File: src/rtl/id_branch_hazard_unit_pkg.sv
// Shared constants for the ID-stage branch hazard logic: opcodes, FSM
// state encoding and IF/ID field positions.
package id_branch_hazard_unit_pkg;

  localparam logic [5:0] OP_BEQ   = 6'b000100;
  localparam logic [5:0] OP_LW    = 6'b100011;
  localparam logic [5:0] OP_RTYPE = 6'b000000;

  typedef enum logic {
    IDLE  = 1'b0,
    WAIT1 = 1'b1
  } hz_state_t;

  localparam int OPC_HI = 31;
  localparam int OPC_LO = 26;
  localparam int RS_HI  = 25;
  localparam int RS_LO  = 21;
  localparam int RT_HI  = 20;
  localparam int RT_LO  = 16;

endpackage

File: src/rtl/id_branch_hazard_unit_classifier.sv
// Combinational beq operand hazard classifier: a load in EX needs two
// stalls, an ALU result in EX or a load in MEM needs one.
module hazard_classifier
  import id_branch_hazard_unit_pkg::*;
#(
  parameter logic [5:0] BEQ_OP = OP_BEQ
) (
  input  logic [5:0] opcode,
  input  logic [4:0] rs,
  input  logic [4:0] rt,
  input  logic [4:0] idexDest,
  input  logic       idexRegWrite,
  input  logic       idexMemRead,
  input  logic [4:0] exmeDest,
  input  logic       exmeMemRead,
  output logic       load2,
  output logic       one
);

  logic is_beq;
  logic src_ex;
  logic src_me;

  assign is_beq = (opcode == BEQ_OP);
  assign src_ex = is_beq && (idexDest != 5'd0) && ((idexDest == rs) || (idexDest == rt));
  assign src_me = is_beq && (exmeDest != 5'd0) && ((exmeDest == rs) || (exmeDest == rt));

  assign load2 = idexMemRead && src_ex;
  // Priority for LOAD2 is applied here so the consumer sees disjoint classes.
  assign one   = !load2 && ((idexRegWrite && !idexMemRead && src_ex) ||
                            (exmeMemRead && src_me));

endmodule

File: src/rtl/id_branch_hazard_unit.sv
// Stall/flush controller for beq resolved in ID. Optional saturating
// stall/flush statistics counters are built when HAZARD_STATS_EN is defined.
module id_branch_hazard_unit
  import id_branch_hazard_unit_pkg::*;
#(
  parameter logic [5:0] BEQ_OP = OP_BEQ,
  parameter int         STAT_W = 16
) (
  input  logic        clk,
  input  logic        rst,
  input  logic [63:0] IFIDReg,
  input  logic [4:0]  idexDest,
  input  logic        idexRegWrite,
  input  logic        idexMemRead,
  input  logic [4:0]  exmeDest,
  input  logic        exmeMemRead,
  input  logic        branchTaken,
  output logic        pcWrite,
  output logic        ifidWrite,
  output logic        idexBubble,
  output logic        ifidFlush
`ifdef HAZARD_STATS_EN
  ,
  output logic [STAT_W-1:0] stallCount,
  output logic [STAT_W-1:0] flushCount
`endif
);

  hz_state_t  state;
  logic [5:0] opcode;
  logic [4:0] rs;
  logic [4:0] rt;
  logic       load2;
  logic       one;
  logic       stall;
  logic       flush;

  assign opcode = IFIDReg[OPC_HI:OPC_LO];
  assign rs     = IFIDReg[RS_HI:RS_LO];
  assign rt     = IFIDReg[RT_HI:RT_LO];

  hazard_classifier #(
    .BEQ_OP(BEQ_OP)
  ) u_classifier (
    .opcode      (opcode),
    .rs          (rs),
    .rt          (rt),
    .idexDest    (idexDest),
    .idexRegWrite(idexRegWrite),
    .idexMemRead (idexMemRead),
    .exmeDest    (exmeDest),
    .exmeMemRead (exmeMemRead),
    .load2       (load2),
    .one         (one)
  );

  // WAIT1 stalls regardless of what the shifted pipeline now shows.
  always_comb begin
    stall = 1'b0;
    flush = 1'b0;
    if (!rst) begin
      stall = (state == WAIT1) || load2 || one;
      flush = (opcode == BEQ_OP) && branchTaken && !stall;
    end
  end

  assign pcWrite    = !stall;
  assign ifidWrite  = !stall;
  assign idexBubble = stall;
  assign ifidFlush  = flush;

  always_ff @(posedge clk) begin
    if (rst) begin
      state <= IDLE;
    end else begin
      case (state)
        IDLE:    state <= load2 ? WAIT1 : IDLE;
        WAIT1:   state <= IDLE;
        default: state <= IDLE;
      endcase
    end
  end

`ifdef HAZARD_STATS_EN
  function automatic logic [STAT_W-1:0] sat_inc(input logic [STAT_W-1:0] v);
    return (&v) ? v : v + 1'b1;
  endfunction

  always_ff @(posedge clk) begin
    if (rst) begin
      stallCount <= '0;
      flushCount <= '0;
    end else begin
      if (stall) stallCount <= sat_inc(stallCount);
      if (flush) flushCount <= sat_inc(flushCount);
    end
  end
`else
  logic unused_stat_w;
  assign unused_stat_w = (STAT_W > 0);
`endif

  logic unused_ifid;
  assign unused_ifid = ^{IFIDReg[63:32], IFIDReg[15:0]};

endmodule

File: config.mk
export PLATFORM = sky130hd
export DESIGN_NAME = id_branch_hazard_unit
export DESIGN_NICKNAME = d
export VERILOG_FILES = /design/src/rtl/id_branch_hazard_unit_pkg.sv /design/src/rtl/id_branch_hazard_unit_classifier.sv /design/src/rtl/id_branch_hazard_unit.sv
export SDC_FILE = /design/constraint.sdc
export NUM_CORES = 1
export LEC_CHECK = 0
export ABC_AREA = 1
export BUFFER_PORTS_ARGS = -buffer_cell sky130_fd_sc_hd__buf_2
export CORE_MARGIN = 3
export CORE_UTILIZATION = 27
export CTS_CLUSTER_SIZE = 24
export DETAILED_ROUTE_END_ITERATION = 10
export PLACE_DENSITY = 0.78
export SLEW_MARGIN = 20
export SYNTH_ARGS = -nofsm -noshare
export SYNTH_HDL_FRONTEND = slang
export SYNTH_HIERARCHICAL = 1
export SYNTH_SLANG_ARGS = --single-unit
File: constraint.sdc
create_clock -name clk -period 1.13 [get_ports clk]
set_input_delay 0.0565 -clock clk [delete_from_list [all_inputs] [get_ports clk]]
set_output_delay 0.0565 -clock clk [all_outputs]
set_load 0.03 [all_outputs]
== Word level (Yosys, flattened, before mapping) ==
Index checks and enable logic that the tools add are counted.
W data, S select, Z words.

* Bitwise logic cells: 1
* Eq/ne operators: 5
* Reduce and logical (&&, ||, !) cells: 22
* Multiplexer cells: 4

{| class="wikitable"
|+ Operators by type and width
! cell !! number
|-
| $eq A5 B5 Y1 || 4
|-
| $logic_and A1 B1 Y1 || 11
|-
| $reduce_bool A5 Y1 || 2
|-
| $eq A6 B3 Y1 const B || 1
|-
| $logic_or A1 B1 Y1 || 5
|-
| $logic_not A1 Y1 || 4
|-
| $mux W1 || 3
|-
| $pmux W1 S2 || 1
|-
| $not A1 Y1 || 1
|}

* Flip-flop bits (word level): 1
* Output and inout port bits: 4
* Input bits: 80

== Depth between registers and ports, before layout ==
* Depth after elaboration: 10
* Mapped depth: 14
* Mapped depth without buffers: 14

== Hierarchy ==
The synthesis kept the hierarchy.

{| class="wikitable"
|+ Modules (own cells, without submodules)
! module !! times used !! area each (sq um) !! cells an instance !! sequential area each (sq um)
|-
| hazard_classifier || 1 || 399.1 || 88 || 0.0
|-
| id_branch_hazard_unit || 1 || 111.4 || 23 || 20.0
|}

== Worst setup path after synthesis ==
OpenSTA, ideal clock, no wires.

* Kind: input to output
* Start point: input IFIDReg[31]
* End point: output idexBubble
* Data required time: 1.074 ns
* Arrival: 1.242 ns
* Stages on the path: 11
* Setup slack: -0.168 ns
* Path through: nor2_1 nand3_1 a21oi_1 nand3_1 nand2_1 nand2_1 inv_1 inv_1 nand3_1 nand2_1 inv_1

* Cells in the longest elaborated chain, start to end: 8
* Elaborated cells between the ends (all ways): 14
* Those cells by class: eq/ne (1); mux (1); reduce/logical (12)

{| class="wikitable"
|+ Ends and longest elaborated chain
! item !! RTL line !! source
|-
| from (decl) || id_branch_hazard_unit.sv:11 || <nowiki>input logic [63:0] IFIDReg,</nowiki>
|-
| $eq A6 B3 Y1 * || id_branch_hazard_unit_classifier.sv:24 || <nowiki>assign is_beq = (opcode == BEQ_OP);</nowiki>
|-
| $logic_and A1 B1 Y1 (on tied branches) (2 in a row) || id_branch_hazard_unit_classifier.sv:25, id_branch_hazard_unit_classifier.sv:26 ||
|-
| $logic_and A1 B1 Y1 (on tied branches) || id_branch_hazard_unit_classifier.sv:28, id_branch_hazard_unit_classifier.sv:30, id_branch_hazard_unit_classifier.sv:31 ||
|-
| $logic_not A1 Y1 or $logic_or A1 B1 Y1 (tied branches) || id_branch_hazard_unit_classifier.sv:30 || <nowiki>assign one = !load2 && ((idexRegWrite && !idexMemRead && src_ex) ||</nowiki>
|-
| $logic_and A1 B1 Y1 * || id_branch_hazard_unit_classifier.sv:30 ||
|-
| named net one || id_branch_hazard_unit.sv:34 || <nowiki>logic one;</nowiki>
|-
| $logic_or A1 B1 Y1 * || id_branch_hazard_unit.sv:62 || <nowiki>stall = (state == WAIT1) || load2 || one;</nowiki>
|-
| $mux W1 * || id_branch_hazard_unit.sv:61 || <nowiki>if (!rst) begin</nowiki>
|-
| to (decl) || id_branch_hazard_unit.sv:20 || <nowiki>output logic idexBubble,</nowiki>
|}

The timed path passes the listed nets; every way through them passes the cells marked *.

== Worst setup path in the final report ==
* Start point: input idexDest[2]
* End point: output ifidFlush

* Cells in the longest elaborated chain, start to end: 10
* Elaborated cells between the ends (all ways): 16
* Those cells by class: eq/ne (2); mux (1); reduce/logical (13)

{| class="wikitable"
|+ Ends and longest elaborated chain
! item !! RTL line !! source
|-
| from (decl) || id_branch_hazard_unit.sv:12 || <nowiki>input logic [4:0] idexDest,</nowiki>
|-
| $eq A5 B5 Y1 or $reduce_bool A5 Y1 (tied branches) || id_branch_hazard_unit_classifier.sv:25 || <nowiki>assign src_ex = is_beq && (idexDest != 5'd0) && ((idexDest == rs) || (idexDest == rt));</nowiki>
|-
| $logic_or A1 B1 Y1 or $logic_and A1 B1 Y1 (tied branches) || id_branch_hazard_unit_classifier.sv:25 ||
|-
| $logic_and A1 B1 Y1 * || id_branch_hazard_unit_classifier.sv:25 ||
|-
| $logic_and A1 B1 Y1 (on tied branches) || id_branch_hazard_unit_classifier.sv:28, id_branch_hazard_unit_classifier.sv:30 ||
|-
| $logic_not A1 Y1 or $logic_or A1 B1 Y1 (tied branches) || id_branch_hazard_unit_classifier.sv:30 ||
|-
| $logic_and A1 B1 Y1 * || id_branch_hazard_unit_classifier.sv:30 ||
|-
| named net one || id_branch_hazard_unit.sv:34 ||
|-
| $logic_or A1 B1 Y1 * || id_branch_hazard_unit.sv:62 ||
|-
| $logic_not A1 Y1 * || id_branch_hazard_unit.sv:63 || <nowiki>flush = (opcode == BEQ_OP) && branchTaken && !stall;</nowiki>
|-
| $logic_and A1 B1 Y1 * || id_branch_hazard_unit.sv:63 ||
|-
| $mux W1 * || id_branch_hazard_unit.sv:61 ||
|-
| to (decl) || id_branch_hazard_unit.sv:21 || <nowiki>output logic ifidFlush</nowiki>
|}

Marked as above.

==> out/results.ini <==
[floorplan]
core_sq_um=1760
rows=15
die_w_um=49.5
initial_core_util_pct=28.9
dieArea_sq_um=2450
die_h_um=49.5
ios=84

[grt]
grt.overflow.total=0
grt_usage_pct=12.1
antenna_found_initial=0
grt_pass1_vias=644
grt_start_max_net_pins=6
grt_pass1_wl_mm=2.50

[cells_and_area]
final_area_sq_um=872
largest_register_ffs=1
top_register=state
final_cell_mix=30 x nand2_1, 22 x inv_1, 22 x buf_2
drive_gt1_share_pct=39.6
stdcell_count=174
nets=231
final_common_cell=nand2_1
antenna_cells=0
reg_top3=state x1
areaGrowthSynthToFinish_pct=70.8

[flow_run]
drv_cap=0

[min_path]
hold_end=state
hold_class=in2reg
hold_start=rst
hold_depth=2

[yosys]
seq_area_frac_synth_pct=3.92
synth_area_leaders=nand2_1 25%, inv_1 18%, nor2_1 15%
yosys_warnings=6
synth_area_sq_um=510
synth_area_leader_cell=nand2_1
yosysUniqueCellTypes=14
synth_nets=191
synth_top_cell_area_share_pct=25.0
synth_area_per_cell_sq_um=4.60
synth_seq_cells=1
synthCells=111

[cts]
path_clk_slew_ns=0
clock_latency_ns=0
hold_buffers=0

[worst_setup_path]
ff2ff_path_depth=1
path_class=in2out
cp-end-kind=output port
worstReg2RegStart=state
r2r_slack_ns=0.62
crit_fanout=4
r2r-end=state
worstPathRequired_ns=1.07
cp.arrival_ns=1.21
startpoint_type=primary input

[detailed_routing]
wl_per_cell_um=8.74
initialDrtViolationCount=5
wl_met3_um=69
ant_nets=0
totalWireLength_mm=1.52
top_layer_used=met3
wl_met1_um=664
via_per_inst=4.09
drc_errors=0
first_pass_iters=4
wl_met2_um=787
vias=711

[placement]
place_area_sq_um=752
routabilityCongestion=0.795
io_buffers=35
dpl.cell_count=174
hpwl_mm=1.23

[timing]
fin_ws_ns=-0.132
max_slew.worst_pin.slew_ns=0.179
hold_viol=0
skew_ns=0
period_minus_slack_ns=1.26
min_period_over_period_pct=112
slew_violations=0
max_clock_freq_ghz=0.792
setup_viol=4
rsz0062_at_grt=yes
maxSlewHeadroom_pct=88.0

[pwr]
leakagePower_nw=0.556
power.density_nw_per_um2=310
sequentialPowerShare_pct=13.4
p_comb_share_pct=86.6
power.share.switching_pct=42.4
power_switching_mw=0.115
vdd.ir_drop.worst_uv=132
intPower_mw=0.155
clockPowerShare_pct=0

[run_status]
violations=negative setup slack
outcome=complete, but fails checks

## power groups by stage
stage	logic, mW	clock network (mW)	registers [mW]
finish	0.234	0	0.0361
global placement	0.196	0	0.0361
floorplan	0.0958	0	0.0361
detailed placement	0.201	0	0.0361
global route	0.264	0	0.0361
CTS	0.219	0	0.0361
## per-stage QoR
step                power (mW)  TNS (ns)  hold slack (ns)  setup WS (ns)  utilization, %
detailed placement       0.237    -0.725            0.252         -0.204            42.6
global placement         0.232    -0.660            0.248         -0.191            42.6
floorplan                0.132         0            0.135         0.0112               -
finish                   0.270    -0.410            0.247         -0.132            49.4
CTS                      0.255    -0.414            0.253         -0.109            46.4
global route             0.300     -1.02            0.271         -0.275            49.4
## final cells by class
| class | instances | area [sq um] |
|---|---|---|
| Fill cell | 196 | 892 |
| Multi-Input combinational cell | 81 | 429 |
| Timing Repair Buffer | 39 | 287 |
| Inverter | 28 | 105 |
| Tap cell | 25 | 31.3 |
| Sequential cell | 1 | 20.0 |
## routing by layer
layer,global-route usage [%],vias to the layer above
met5,0,-
li1,-,396
met4,0,0
met3,0.302,0
met1,16.7,297
met2,22.3,18
## synth_stat cells (all sizes together)
master,n
nand2,35
inv,28
nor2,22
nand3,8
xor2,6
xnor2,4
nor3,3
a21oi,2
buf,1
dfxtp,1
nand4,1
## worst max-delay path, cell delays in order
cell and delay [ns]:
buf_6 0.08, inv_1 0.04, nand2_1 0.05, nand2_1 0.05, nor2_1 0.11, nand3_1 0.10, nand2_2 0.10, nand3_2 0.07
nand2_1 0.07, inv_1 0.04, inv_1 0.05, nand3_2 0.10, nor2_2 0.15, buf_6 0.14
## cells by family (layout without fill, tap and decap cells)
group / count (synthesis) / in the layout / share of synthesized area (%)
XOR/XNOR: 10 / 10 / 17.2
buffers and inverters: 29 / 67 / 22.1
flip-flops: 1 / 1 / 3.92
AO/OA/AOI/OAI: 2 / 2 / 1.96
AND/OR/NAND/NOR: 69 / 69 / 54.9
## repair_timing
item / CTS / global route
resized for setup: 20 / 16
endpoints found under the setup margin: 5 / 5
pin swaps: 14 / 14
setup buffers: 0 / 0
## how the worst max path moves through the flow
stage,cells after the start,endpoint,from,slack [ns]
2_1_floorplan,9,ifidFlush,IFIDReg[31],0.01
6_report,14,ifidFlush,idexDest[2],-0.13
5_1_grt,14,ifidFlush,IFIDReg[17],-0.28
3_3_place_gp,14,ifidFlush,idexDest[1],-0.19
4_1_cts,15,idexBubble,IFIDReg[16],-0.11
3_5_place_dp,14,ifidFlush,idexDest[1],-0.20
Power figures use the tool's default switching activity.
